**src/rtl/div_pkg.sv**
```systemverilog
// Shared constants and state encoding for the iterative restoring divider.
package div_pkg;

    localparam int DEF_WIDTH = 8;

    typedef enum logic [1:0] {
        IDLE = 2'd0,
        CALC = 2'd1,
        DONE = 2'd2
    } state_e;

    localparam logic [DEF_WIDTH-1:0] QUOT_DBZ = '1;

endpackage

```
**src/rtl/div_step.sv**
```systemverilog
// One restoring-division step: shift in a dividend bit, compare, conditionally subtract.
module div_step #(
    parameter int WIDTH = 8
) (
    input  logic [WIDTH-1:0] rem_i,
    input  logic             bit_i,
    input  logic [WIDTH-1:0] divisor_i,
    output logic [WIDTH-1:0] rem_o,
    output logic             qbit_o
);

    logic [WIDTH:0] shifted;

    // The running remainder is always below the divisor, so the subtraction
    // result fits in WIDTH bits and can be taken modulo 2^WIDTH.
    always_comb begin
        shifted = {rem_i, bit_i};
        qbit_o  = (shifted >= {1'b0, divisor_i});
        rem_o   = qbit_o ? (shifted[WIDTH-1:0] - divisor_i) : shifted[WIDTH-1:0];
    end

endmodule

```
**src/rtl/div_8x8.sv**
```systemverilog
// Iterative unsigned divider: one quotient bit per cycle, divide-by-zero flagged in one cycle.
module div_8x8
    import div_pkg::*;
#(
    parameter int WIDTH = DEF_WIDTH
) (
    input  logic             clk,
    input  logic             rst,
    input  logic             start,
    input  logic [WIDTH-1:0] in_1,
    input  logic [WIDTH-1:0] in_2,
    output logic             busy,
    output logic             done,
    output logic [WIDTH-1:0] quot,
    output logic [WIDTH-1:0] rem,
    output logic             div_by_zero
);

    localparam int CW = (WIDTH > 1) ? $clog2(WIDTH) : 1;
    localparam logic [WIDTH-1:0] QUOT_ALL = {WIDTH{QUOT_DBZ[0]}};

    state_e           state_q, state_d;
    logic [WIDTH-1:0] dvd_q, dvd_d;
    logic [WIDTH-1:0] dvs_q, dvs_d;
    logic [WIDTH-1:0] prem_q, prem_d;
    logic [CW-1:0]    cnt_q, cnt_d;
    logic [WIDTH-1:0] quot_q, quot_d;
    logic [WIDTH-1:0] rem_q, rem_d;
    logic             dbz_q, dbz_d;

    logic [WIDTH-1:0] step_rem;
    logic             step_qbit;

    div_step #(.WIDTH(WIDTH)) u_step (
        .rem_i     (prem_q),
        .bit_i     (dvd_q[WIDTH-1]),
        .divisor_i (dvs_q),
        .rem_o     (step_rem),
        .qbit_o    (step_qbit)
    );

    always_ff @(posedge clk or posedge rst) begin
        if (rst) begin
            state_q <= IDLE;
            dvd_q   <= '0;
            dvs_q   <= '0;
            prem_q  <= '0;
            cnt_q   <= '0;
            quot_q  <= '0;
            rem_q   <= '0;
            dbz_q   <= 1'b0;
        end else begin
            state_q <= state_d;
            dvd_q   <= dvd_d;
            dvs_q   <= dvs_d;
            prem_q  <= prem_d;
            cnt_q   <= cnt_d;
            quot_q  <= quot_d;
            rem_q   <= rem_d;
            dbz_q   <= dbz_d;
        end
    end

    // Quotient bits fill the dividend register from the bottom as its bits shift out.
    always_comb begin
        state_d = state_q;
        dvd_d   = dvd_q;
        dvs_d   = dvs_q;
        prem_d  = prem_q;
        cnt_d   = cnt_q;
        quot_d  = quot_q;
        rem_d   = rem_q;
        dbz_d   = dbz_q;
        unique case (state_q)
            IDLE, DONE: begin
                state_d = IDLE;
                if (start) begin
                    dvd_d  = in_1;
                    dvs_d  = in_2;
                    prem_d = '0;
                    cnt_d  = CW'(WIDTH - 1);
                    if (in_2 == '0) begin
                        state_d = DONE;
                        quot_d  = QUOT_ALL;
                        rem_d   = in_1;
                        dbz_d   = 1'b1;
                    end else begin
                        state_d = CALC;
                    end
                end
            end
            CALC: begin
                dvd_d  = {dvd_q[WIDTH-2:0], step_qbit};
                prem_d = step_rem;
                cnt_d  = cnt_q - CW'(1);
                if (cnt_q == '0) begin
                    state_d = DONE;
                    quot_d  = {dvd_q[WIDTH-2:0], step_qbit};
                    rem_d   = step_rem;
                    dbz_d   = 1'b0;
                end
            end
            default: state_d = IDLE;
        endcase
    end

    assign busy        = (state_q == CALC);
    assign done        = (state_q == DONE);
    assign quot        = quot_q;
    assign rem         = rem_q;
    assign div_by_zero = dbz_q;

endmodule

```
**config.mk**
```make
export PLATFORM = sky130hd
export DESIGN_NAME = div_8x8
export DESIGN_NICKNAME = d
export VERILOG_FILES = /design/src/rtl/div_pkg.sv /design/src/rtl/div_step.sv /design/src/rtl/div_8x8.sv
export SDC_FILE = /design/constraint.sdc
export NUM_CORES = 1
export LEC_CHECK = 0
export BUFFER_PORTS_ARGS = -buffer_cell sky130_fd_sc_hd__buf_2
export CORE_AREA = 5 5 79 81
export CTS_BUF_LIST = sky130_fd_sc_hd__clkbuf_16
export CTS_CLUSTER_SIZE = 30
export DETAILED_ROUTE_END_ITERATION = 8
export DIE_AREA = 0 0 84 86
export GPL_ROUTABILITY_DRIVEN = 0
export PLACE_DENSITY = 0.68
export SLEW_MARGIN = 0
export SYNTH_ARGS = -nofsm -noshare
export SYNTH_HDL_FRONTEND = slang
export SYNTH_SLANG_ARGS = --single-unit
```
**constraint.sdc**
```tcl
create_clock -name clk -period 2.61 [get_ports clk]
set_input_delay 0.3915 -clock clk [delete_from_list [all_inputs] [get_ports clk]]
set_output_delay 0.3915 -clock clk [all_outputs]
set_load 0.01 [all_outputs]
```
Yosys cells after proc, flatten, opt, wreduce, memory -nomap -nowiden. Cells that the tools add are included.

Flip-flop bits (word level): 46. Bits of input ports: 19. Output and inout port bits: 19.

Add/subtract/negate cells: 2. Magnitude comparators: 1. Equality and inequality tests: 5. Mux-type cells: 23. Reductions and logical operators: 8.

Operators by type and width (count): 2-to-1 mux 8 bit (9); one-hot mux 8 bit (2 select lines) (4); greater-or-equal comparator 9 x 8 -> 1 bit (1); logical NOT 8 bit (1); subtractor 8 bit (1); 2-to-1 mux 2 bit (3); one-hot mux 3 bit (2 select lines) (1); inequality test 2 bit, second input constant (2); one-hot mux 2 bit (2 select lines) (1); AND reduction 2 bit (2); AND reduction 4 bit (1); logical NOT 3 bit (1); 2-to-1 mux 1 bit (3); 2-to-1 mux 3 bit (1); subtractor 3 x 1 -> 3 bit, second input constant (1); == test 2 x 1 -> 1 bit, second input constant (1); == test 2 bit, second input constant (1); logical NOT 2 bit (1); inequality test 2 x 1 -> 1 bit, second input constant (1); one-hot mux 1 bit (2 select lines) (1); nonzero test 2 bit (1); OR reduction 2 bit (1).

Depth between registers and ports, before layout. Gate-level depths: netlist of the first run.

Word-level depth: 4. Depth in mapped cells: 8. Mapped depth without buffers: 8.

Hierarchy. A second synthesis of the first run with hierarchy kept.

Cell total of the unflattened synthesis: 264. Area total of the unflattened synthesis: 2484.9 um^2.

By module, submodules not included: div_8x8 (instances 1, cells an instance 195, area an instance 1964.4 um^2, sequential area each 1151.1 um^2); div_step (instances 1, cells an instance 69, area an instance 520.5 um^2, sequential area each 0.0 um^2).

Worst setup path after synthesis of the first run. Ideal clock, no wire load.

Path type: register to register. Start point: reg prem_q[3]. End point: reg prem_q[2]. Data arrival time: 1961 ps. Data required time: 2490 ps. Path slack: 528 ps. Stages on the path, launching flop included: 8. Path buffers: 1. Period minus slack after synthesis: 2082 ps. Cell sequence: dfrtp_1 > ha_1 > a21oi_1 > nand2_1 > o221a_2 > clkbuf_8 > or3_1 > a31o_2.

Cells in the longest elaborated chain, start to end: 3.

Ends and longest elaborated chain: start: declaration (line div_8x8.sv:25) `logic [WIDTH-1:0] prem_q, prem_d;`; start signal: assignment (line div_8x8.sv:56) `prem_q <= prem_d;`; greater-or-equal comparator 9 x 8 -> 1 bit (line div_step.sv:18) `qbit_o = (shifted >= {1'b0, divisor_i});`; 2-to-1 mux 8 bit (line div_step.sv:19) `rem_o = qbit_o ? (shifted[WIDTH-1:0] - divisor_i) : shifted[WIDTH-1:0];`; one-hot mux 8 bit (2 select lines) (line div_8x8.sv:74) `unique case (state_q)`.

Every way passes these cells. A chain may end at the register's enable or synchronous reset.

Worst setup path after layout of the first run. Ends and elaborated chain as after synthesis.

==> results of run 1 <==
where the power goes:
group / internal [mW] / leakage (nW) / total [mW] / switching [mW]
clock network: 0.550 / 0.0940 / 0.818 / 0.268
registers: 1.08 / 0.539 / 1.29 / 0.209
logic: 1.03 / 0.775 / 2.49 / 1.45
kinds of logic after synthesis:
kind of cell,Yosys count
fa+ha+maj,11
simple gates,108
buf+inv,31
compound gates,84
xor+xnor,2
flops,46
mux,1
worst max path at each step:
stage                               start               endpoint  slack [ns]  cells past startpoint
floorplan           prem_q[3]$_DFFE_PP0P_  prem_q[2]$_DFFE_PP0P_        0.53                      7
global route         dvd_q[7]$_DFFE_PP0P_     rem[6]$_DFFE_PP0P_        0.29                      8
detailed placement                in_2[7]     rem[3]$_DFFE_PP0P_        0.39                      6
global placement                  in_2[7]     rem[5]$_DFFE_PP0P_        0.44                      6
finish              prem_q[3]$_DFFE_PP0P_  prem_q[2]$_DFFE_PP0P_        0.42                      6
CTS                 prem_q[3]$_DFFE_PP0P_  prem_q[2]$_DFFE_PP0P_        0.43                      6
final cells by class:
type | count | area, sq um
well taps | 72 | 90.1
multi-input cells | 206 | 1230
fillers | 522 | 2450
inverters | 16 | 62.6
repair buffers | 43 | 230
clock buffers | 5 | 125
clock inverters | 3 | 68.8
flip-flops and latches | 46 | 1150
per-layer routing:
metal | GRT usage (%) | up-vias
met3 | 3.94 | 10
met4 | 7.31 | 0
met1 | 23.7 | 1013
li1 | - | 1068
met5 | 0 | -
met2 | 29.4 | 56
cell usage in the layout, fill, tap and decap left out, drive strengths merged, types with 3 or more instances in the layout:
| cell type | n |
|---|---|
| nand2 | 54 |
| dfrtp | 46 |
| buf | 43 |
| o21ai | 28 |
| a21oi | 18 |
| inv | 16 |
| nor2 | 15 |
| a31oi | 12 |
| ha | 10 |
| and3 | 9 |
| nand3 | 6 |
| or3 | 6 |
| clkbuf | 5 |
| nor3 | 5 |
| nand2b | 4 |
| o31ai | 4 |
| a31o | 3 |
| and2 | 3 |
registers in the layout, summed over array words and instances, names as in the netlist:
name / cells
dvd_q: 8
div_by_zero: 1
prem_q: 8
dvs_q: 8
cnt_q: 3
quot: 8
rem: 8
state_q: 2
worst max-delay path, stage by stage (launching register included):
cell     delay [ns]
dfrtp_1        0.40
ha_1           0.34
a21oi_1        0.28
nand2_1        0.11
o221a_2        0.33
or3_1          0.39
a31o_2         0.24
==> results.py, run 1 <==
metrics = {
    "route": {
        "avgViaCountPerCell": 5.49,
        "dr.max_layer_used": "met4",
        "antenna_left": 0,
        "wl_met1_mm": 2.71,
        "drt_iter0_markers": 157,
        "met2WireLength_mm": 2.84,
        "dr.pass1.iters": 4,
        "wl_per_cell_um": 15.4,
        "routed_wirelength_mm": 6.01,
        "wl_met3_um": 346,
        "vias": 2147,
        "drc_errors": 0,
    },
    "synth": {
        "synth_area_leaders": "dfrtp_1, nand2_1, o21ai_0, ha_1, a21oi_1",
        "synthCells": 283,
        "synth_edf_count": 0,
        "yosys.area.top_type": "dfrtp_1",
        "syn_avg_cell_area_sq_um": 8.98,
        "synth_common_cells": "nand2_1, dfrtp_1, o21ai_0",
        "ys_ff_latch": 46,
        "syn_area_sq_um": 2540,
        "ys_seq_area_share_pct": 45.3,
        "yosysWarnings": 0,
        "synth_xor_xnor_area_share_pct": 0.690,
        "synthArstFlopShare_pct": 100,
        "synth_top_family_by_area": "compound AO/OA/AOI/OAI gates",
        "yosys.area_share.adder_pct": 5.71,
        "synthMuxAreaShare_pct": 0.394,
        "synth.distinct_cells": 49,
        "syn_nets": 313,
        "synthFlopType": "dfrtp_1",
        "post-synth-top-area-fraction_pct": 45.3,
        "synthSimpleGateAreaFrac_pct": 20.8,
        "yosysMostFrequentCell": "nand2_1",
        "synth-compound-area-share_pct": 20.8,
    },
    "timing": {
        "worst_slew_pin_slew_ns": 0.946,
        "hold_viol": 0,
        "skew_ns": 0.00656,
        "tns_ns": 0,
        "max_freq_mhz": 456,
        "slew_headroom_pct": 36.8,
        "fin_ws_ns": 0.415,
        "setup_viol": 0,
        "hold-worst-slack_ns": 0.313,
        "fin_crit_ns": 2.19,
        "slew_viol_final": 0,
        "rsz0062_at_grt": "false",
        "finalCritPeriodShare_pct": 84.1,
    },
    "cts": {
        "cts.repair.resized": 0,
        "cts_tree": "yes",
        "path_clk_slew_ns": 0.06,
        "holdBufCountCts": 0,
        "postCtsSetupBuffers": 0,
        "htree_levels": 2,
        "cts-root-buf": "clkbuf_16",
        "clock_sinks": 46,
        "clock_latency_ns": 0.29,
        "cts_buffer_depth": 2,
        "cts_made_buffers": 5,
    },
    "die": {
        "design.core.area_sq_um": 5410,
        "die_x_um": 84,
        "start_util_pct": 47.0,
        "io_pins": 38,
        "die_area_sq_um": 7220,
        "fp-row-count": 27,
        "die_height_um": 86,
    },
    "grt": {
        "grt_pass1_vias": 2122,
        "grt_max_degree": 47,
        "antenna_found_initial": 0,
        "grt_first_pass_wirelength_mm": 10.5,
        "gr-total-overflow": 0,
        "grtUsageTotal_pct": 18.2,
    },
    "worst_setup_path": {
        "ff2ff_setup_slack_ns": 0.42,
        "crit_fanout": 10,
        "cp.required_ns": 2.79,
        "crit_type": "reg -> reg",
        "r2r-start": "prem_q[3]$_DFFE_PP0P_",
        "critPathLaunchType": "flip-flop",
        "end_kind": "flip-flop",
        "ff2ff_path_depth": 6,
        "r2r-end": "prem_q[2]$_DFFE_PP0P_",
        "cp.arrival_ns": 2.37,
    },
    "placement": {
        "placed_area_sq_um": 2760,
        "hpwl_mm": 4.41,
        "place_inst": 383,
        "numPortBuffers": 37,
        "pre_cts_ws_ns": 0.394,
    },
    "power_and_ir_drop": {
        "fin_total_pwr_mw": 4.59,
        "ir_drop_uv": 670,
        "leakage_nw": 1.41,
        "power_density_nw_per_um2": 1550,
    },
    "finish": {
        "nets": 348,
        "drive_above_1_share_pct": 21.3,
        "n_antenna_cell": 0,
        "finalInstanceArea_sq_um": 2960,
        "final_util_pct": 54.7,
        "finalNonFillerCells": 391,
        "synthToLayoutAreaGrowth_pct": 16.5,
    },
    "status": {
        "status": "complete, no violations",
    },
    "job": {
        "cap_violations": 0,
    },
    "hold_path": {
        "worstHoldPathType": "in -> async",
    },
}
Power figures use the tool's default switching activity.
==> inputs of run 2 (changes only) <==
clock period = 2.2 ns   (was 2.61 ns; I/O delays follow)
==> run 2 against run 1 <==
Setup slack worse by 0.27 ns. Sequential share of layout area down 0.49 points. Worst hold slack worse by 0.29 ns. Design area up 1.3%. Clock-buffer cell count unchanged. Flip-flop and latch count unchanged. Critical path type unchanged. Critical endpoint unchanged.
==> results.py, run 2 (synthesis results as in run 1) <==
metrics = {
    "cts": {
        "htree_levels": 2,
        "cts_buffer_depth": 2,
        "cts-root-buf": "clkbuf_16",
        "holdBufCountCts": 0,
        "cts.repair.resized": 0,
        "path_clk_slew_ns": 0.06,
        "clock_sinks": 46,
        "cts_tree": "yes",
        "clock_latency_ns": 0.28,
        "postCtsSetupBuffers": 0,
        "cts_made_buffers": 5,
    },
    "worst_setup_path": {
        "crit_type": "reg -> reg",
        "ff2ff_path_depth": 6,
        "crit_fanout": 5,
        "cp-startpoint": "prem_q[3]$_DFFE_PP0P_",
        "cp.arrival_ns": 2.23,
        "end_kind": "flip-flop",
        "r2r-start": "prem_q[3]$_DFFE_PP0P_",
        "cp.required_ns": 2.37,
        "critPathLaunchType": "flip-flop",
    },
    "die": {
        "die_area_sq_um": 7220,
        "die_height_um": 86,
        "fp-row-count": 27,
        "start_util_pct": 47.0,
        "die_x_um": 84,
        "design.core.area_sq_um": 5410,
        "io_pins": 38,
    },
    "timing": {
        "max_freq_mhz": 486,
        "rsz0062_at_grt": "false",
        "slew_headroom_pct": 67.2,
        "hold_viol": 0,
        "setup_viol": 0,
        "worst_slew_pin_slew_ns": 0.491,
        "finalCritPeriodShare_pct": 93.5,
        "fin_crit_ns": 2.06,
        "skew_ns": 0.00366,
        "fin_ws_ns": 0.144,
        "tns_ns": 0,
        "slew_viol_final": 0,
    },
    "finish": {
        "drive_above_1_share_pct": 23.5,
        "nets": 356,
        "n_antenna_cell": 0,
        "final_common_cell": "nand2_1",
        "final_cell_mix": "nand2_1, dfrtp_1, buf_2",
        "synthToLayoutAreaGrowth_pct": 17.9,
    },
    "route": {
        "drc_errors": 0,
        "routed_wirelength_mm": 6.31,
        "dr.pass1.iters": 4,
        "avgViaCountPerCell": 5.55,
        "drt_iter0_markers": 137,
        "wl_per_cell_um": 15.8,
        "antenna_left": 0,
        "vias": 2213,
    },
    "placement": {
        "hpwl_mm": 4.71,
        "numPortBuffers": 37,
        "pre_cts_ws_ns": 0.109,
    },
    "power_and_ir_drop": {
        "leakage_nw": 1.43,
        "ir_drop_uv": 848,
        "fin_total_pwr_mw": 5.41,
        "power_density_nw_per_um2": 1810,
    },
    "grt": {
        "grt_first_pass_wirelength_mm": 10.7,
        "gr-total-overflow": 0,
        "grtUsageTotal_pct": 18.3,
        "grt_max_degree": 22,
        "grt_pass1_vias": 2165,
        "antenna_found_initial": 0,
    },
    "status": {
        "status": "complete, no violations",
    },
    "job": {
        "cap_violations": 0,
    },
    "hold_path": {
        "worstHoldPathType": "in -> async",
    },
}
run 2: final timing paths:
check,to,slack (ns)
max reg2reg,prem_q[2]$_DFFE_PP0P_,0.14
max in group asynchronous,prem_q[2]$_DFFE_PP0P_,1.61
min in group clk,dvs_q[7]$_DFFE_PP0P_,0.27
min reg2reg,cnt_q[0]$_DFFE_PP0P_,0.48
min,quot[3]$_DFFE_PP0P_,0.03
max,prem_q[2]$_DFFE_PP0P_,0.14
run 2: power breakdown:
part	leakage, nW	internal [mW]	switching [mW]
Combinational	0.814	1.29	1.75
Sequential	0.539	1.28	0.255
Clock	0.0812	0.531	0.308
run 2: per-stage QoR:
| step | instances | hold slack, ns | cell area, sq um | util, % |
|---|---|---|---|---|
| floorplan | 283 | 0.435 | 2540 | - |
| global placement | 391 | 0.346 | 2820 | 52.2 |
| detailed placement | 391 | 0.349 | 2820 | 52.2 |
| CTS | 399 | 0.0418 | 2990 | 55.3 |
| global route | 399 | 0.0595 | 3000 | 55.4 |
| finish | 399 | 0.0260 | 3000 | 55.4 |
run 2: routing by layer:
layer / part of all wire, % / GRT usage, % / wire [um]
met1: 44 / 24.1 / 2800
met3: 5.2 / 3.46 / 329
met5: 0 / 0 / 0
met4: 2.2 / 6.43 / 139
met2: 48 / 30.4 / 3040
run 2: layout make-up:
cell class | count | area, sq um
Clock buffer | 5 | 125
Clock inverter | 3 | 41.3
Fill cell | 504 | 2410
Inverter | 16 | 62.6
Multi-Input combinational cell | 206 | 1230
Sequential cell | 46 | 1150
Tap cell | 72 | 90.1
Timing Repair Buffer | 51 | 290
run 2: worst max-delay path, stage by stage (launching register included):
cell and delay, ns:
dfrtp_1 0.41, ha_1 0.35, a21oi_1 0.20, nand2_1 0.09
o221a_2 0.25, or3_1 0.39, a31o_2 0.25
==> inputs of run 3 (changes only) <==
CAP_MARGIN = 10   (was not set)
CTS_BUF_LIST = not set   (was sky130_fd_sc_hd__clkbuf_16)
MAX_ROUTING_LAYER = met4   (was not set)
==> run 3 against run 2 <==
Design area decreased by 1.9%. Register-to-register slack worse by 0.03 ns. Setup slack lost 0.026 ns. Sequential power about the same. Via count increased by 0.14%. Clock-buffer cell count up 1. Critical path depth is the same. Global-route usage is 0.29 points higher. Flip-flop and latch count unchanged. Combinational power about the same. Non-clock buffer count did not move.
==> results.py, run 3 (synthesis results as in run 1) <==
metrics = {
    "status": {
        "status": "complete, no violations",
    },
    "finish": {
        "final_cell_mix": "nand2_1, dfrtp_1, buf_2",
        "synthToLayoutAreaGrowth_pct": 15.7,
        "drive_above_1_share_pct": 23.5,
        "final_common_cell": "nand2_1",
        "final_util_pct": 54.4,
        "nets": 356,
        "n_antenna_cell": 0,
        "finalNonFillerCells": 399,
    },
    "worst_setup_path": {
        "cp-startpoint": "prem_q[3]$_DFFE_PP0P_",
        "end_kind": "flip-flop",
        "ff2ff_setup_slack_ns": 0.12,
        "r2r-start": "prem_q[3]$_DFFE_PP0P_",
        "max_stage_delay_ns": 0.43,
        "setup.worst_path.end": "prem_q[2]$_DFFE_PP0P_",
        "cp.arrival_ns": 2.27,
        "critPathLaunchType": "flip-flop",
        "crit_fanout": 5,
        "cp_slowest_cell": "dfrtp_1",
        "ff2ff_path_depth": 6,
        "crit_chain": "ha_1 > a21oi_1 > nand2_1 > o221a_2 > or3_1 > a31o_2",
        "cp.required_ns": 2.39,
        "crit_type": "reg -> reg",
        "r2r-end": "prem_q[2]$_DFFE_PP0P_",
    },
    "timing": {
        "hold_viol": 0,
        "fin_ws_ns": 0.117,
        "tns_ns": 0,
        "worst_slew_pin_slew_ns": 0.477,
        "max_freq_mhz": 480,
        "fin_crit_ns": 2.08,
        "skew_ns": 0.0125,
        "rsz0062_at_grt": "false",
        "slew_viol_final": 0,
        "finalCritPeriodShare_pct": 94.7,
        "setup_viol": 0,
        "slew_headroom_pct": 68.1,
    },
    "route": {
        "wl_per_cell_um": 15.7,
        "antenna_left": 0,
        "vias": 2216,
        "drt_iter0_markers": 116,
        "routed_wirelength_mm": 6.26,
        "dr.pass1.iters": 4,
        "drc_errors": 0,
        "avgViaCountPerCell": 5.55,
    },
    "die": {
        "design.core.area_sq_um": 5410,
        "fp-row-count": 27,
        "die_height_um": 86,
        "start_util_pct": 47.0,
        "io_pins": 38,
        "die_x_um": 84,
        "die_area_sq_um": 7220,
    },
    "power_and_ir_drop": {
        "leakage_nw": 1.40,
        "clkPwrFrac_pct": 12.1,
        "seqPwrFrac_pct": 29.6,
        "power_switching_mw": 2.28,
        "ir_drop_uv": 800,
        "switching_share_pct": 44.0,
        "power_density_nw_per_um2": 1760,
        "p_comb_share_pct": 58.4,
        "p_int_mw": 2.90,
    },
    "cts": {
        "cts_tree": "yes",
        "postCtsSetupBuffers": 0,
        "holdBufCountCts": 0,
        "htree_levels": 2,
        "cts.repair.resized": 0,
        "cts-root-buf": "clkbuf_8",
        "clock_sinks": 46,
        "cts_made_buffers": 5,
        "cts_buffer_depth": 2,
        "clock_latency_ns": 0.30,
        "path_clk_slew_ns": 0.09,
    },
    "grt": {
        "grtUsageTotal_pct": 18.6,
        "grt_pass1_vias": 2159,
        "gr-total-overflow": 0,
        "antenna_found_initial": 0,
        "grt_max_degree": 22,
        "grt_first_pass_wirelength_mm": 10.5,
    },
    "placement": {
        "hpwl_mm": 4.71,
        "place_inst": 391,
        "numPortBuffers": 37,
        "pre_cts_ws_ns": 0.109,
    },
    "hold_path": {
        "worstHoldPathType": "in -> async",
    },
    "job": {
        "cap_violations": 0,
    },
}
-- run 3: changes by cell type in the layout (fill, tap and decap cells not counted) --
cell       change
clkbuf_1       +1
clkbuf_8       +5
clkbuf_16      -5
inv_1          -1
-- run 3: routing by layer --
metal | vias up | track usage (%) | part of all wire (%)
met1 | 1048 | 23.2 | 44
met5 | - | - | 0
met4 | 0 | 8.04 | 3.3
met3 | 14 | 4.13 | 5.6
met2 | 69 | 29.4 | 47
li1 | 1085 | - | -
-- run 3: final cells by class --
cell class                      count  area, sq um
Sequential cell                    46         1150
Multi-Input combinational cell    206         1230
Inverter                           16         62.6
Clock inverter                      2         37.5
Clock buffer                        6         72.6
Tap cell                           72         90.1
Fill cell                         513         2470
Timing Repair Buffer               51          290
-- run 3: worst min-delay path by stage --
stage	start	end	slack, ns	cells after the start
4_1_cts	rst	quot[3]$_DFFE_PP0P_	0.02	2
2_1_floorplan	in_2[0]	dvs_q[0]$_DFFE_PP0P_	0.44	2
3_5_place_dp	rst	quot[3]$_DFFE_PP0P_	0.35	2
3_3_place_gp	rst	quot[3]$_DFFE_PP0P_	0.35	2
6_report	rst	quot[3]$_DFFE_PP0P_	0.0003	2
5_1_grt	rst	quot[3]$_DFFE_PP0P_	0.03	2
-- run 3: critical path: cells and delay by family, from the launching register on --
kind	cells	cell delay (ns)
flops	1	0.43
compound gates	3	0.70
simple gates	2	0.49
fa+ha+maj	1	0.36
-- run 3: metrics by stage --
stage / power [mW] / hold slack, ns / instance area, sq um
after floorplan: 3.76 / 0.435 / 2540
after global placement: 4.49 / 0.346 / 2820
after detailed placement: 4.53 / 0.349 / 2820
after CTS: 5.16 / 0.0172 / 2930
after global routing: 5.66 / 0.0261 / 2940
final: 5.18 / 0.000281 / 2940
-- run 3: power by group through the flow --
stage | logic [mW] | clock network (mW) | registers (mW)
finish | 3.03 | 0.625 | 1.53
global route | 3.41 | 0.671 | 1.58
CTS | 3.00 | 0.634 | 1.53
detailed placement | 2.99 | 0 | 1.54
global placement | 2.96 | 0 | 1.53
floorplan | 2.20 | 0 | 1.56
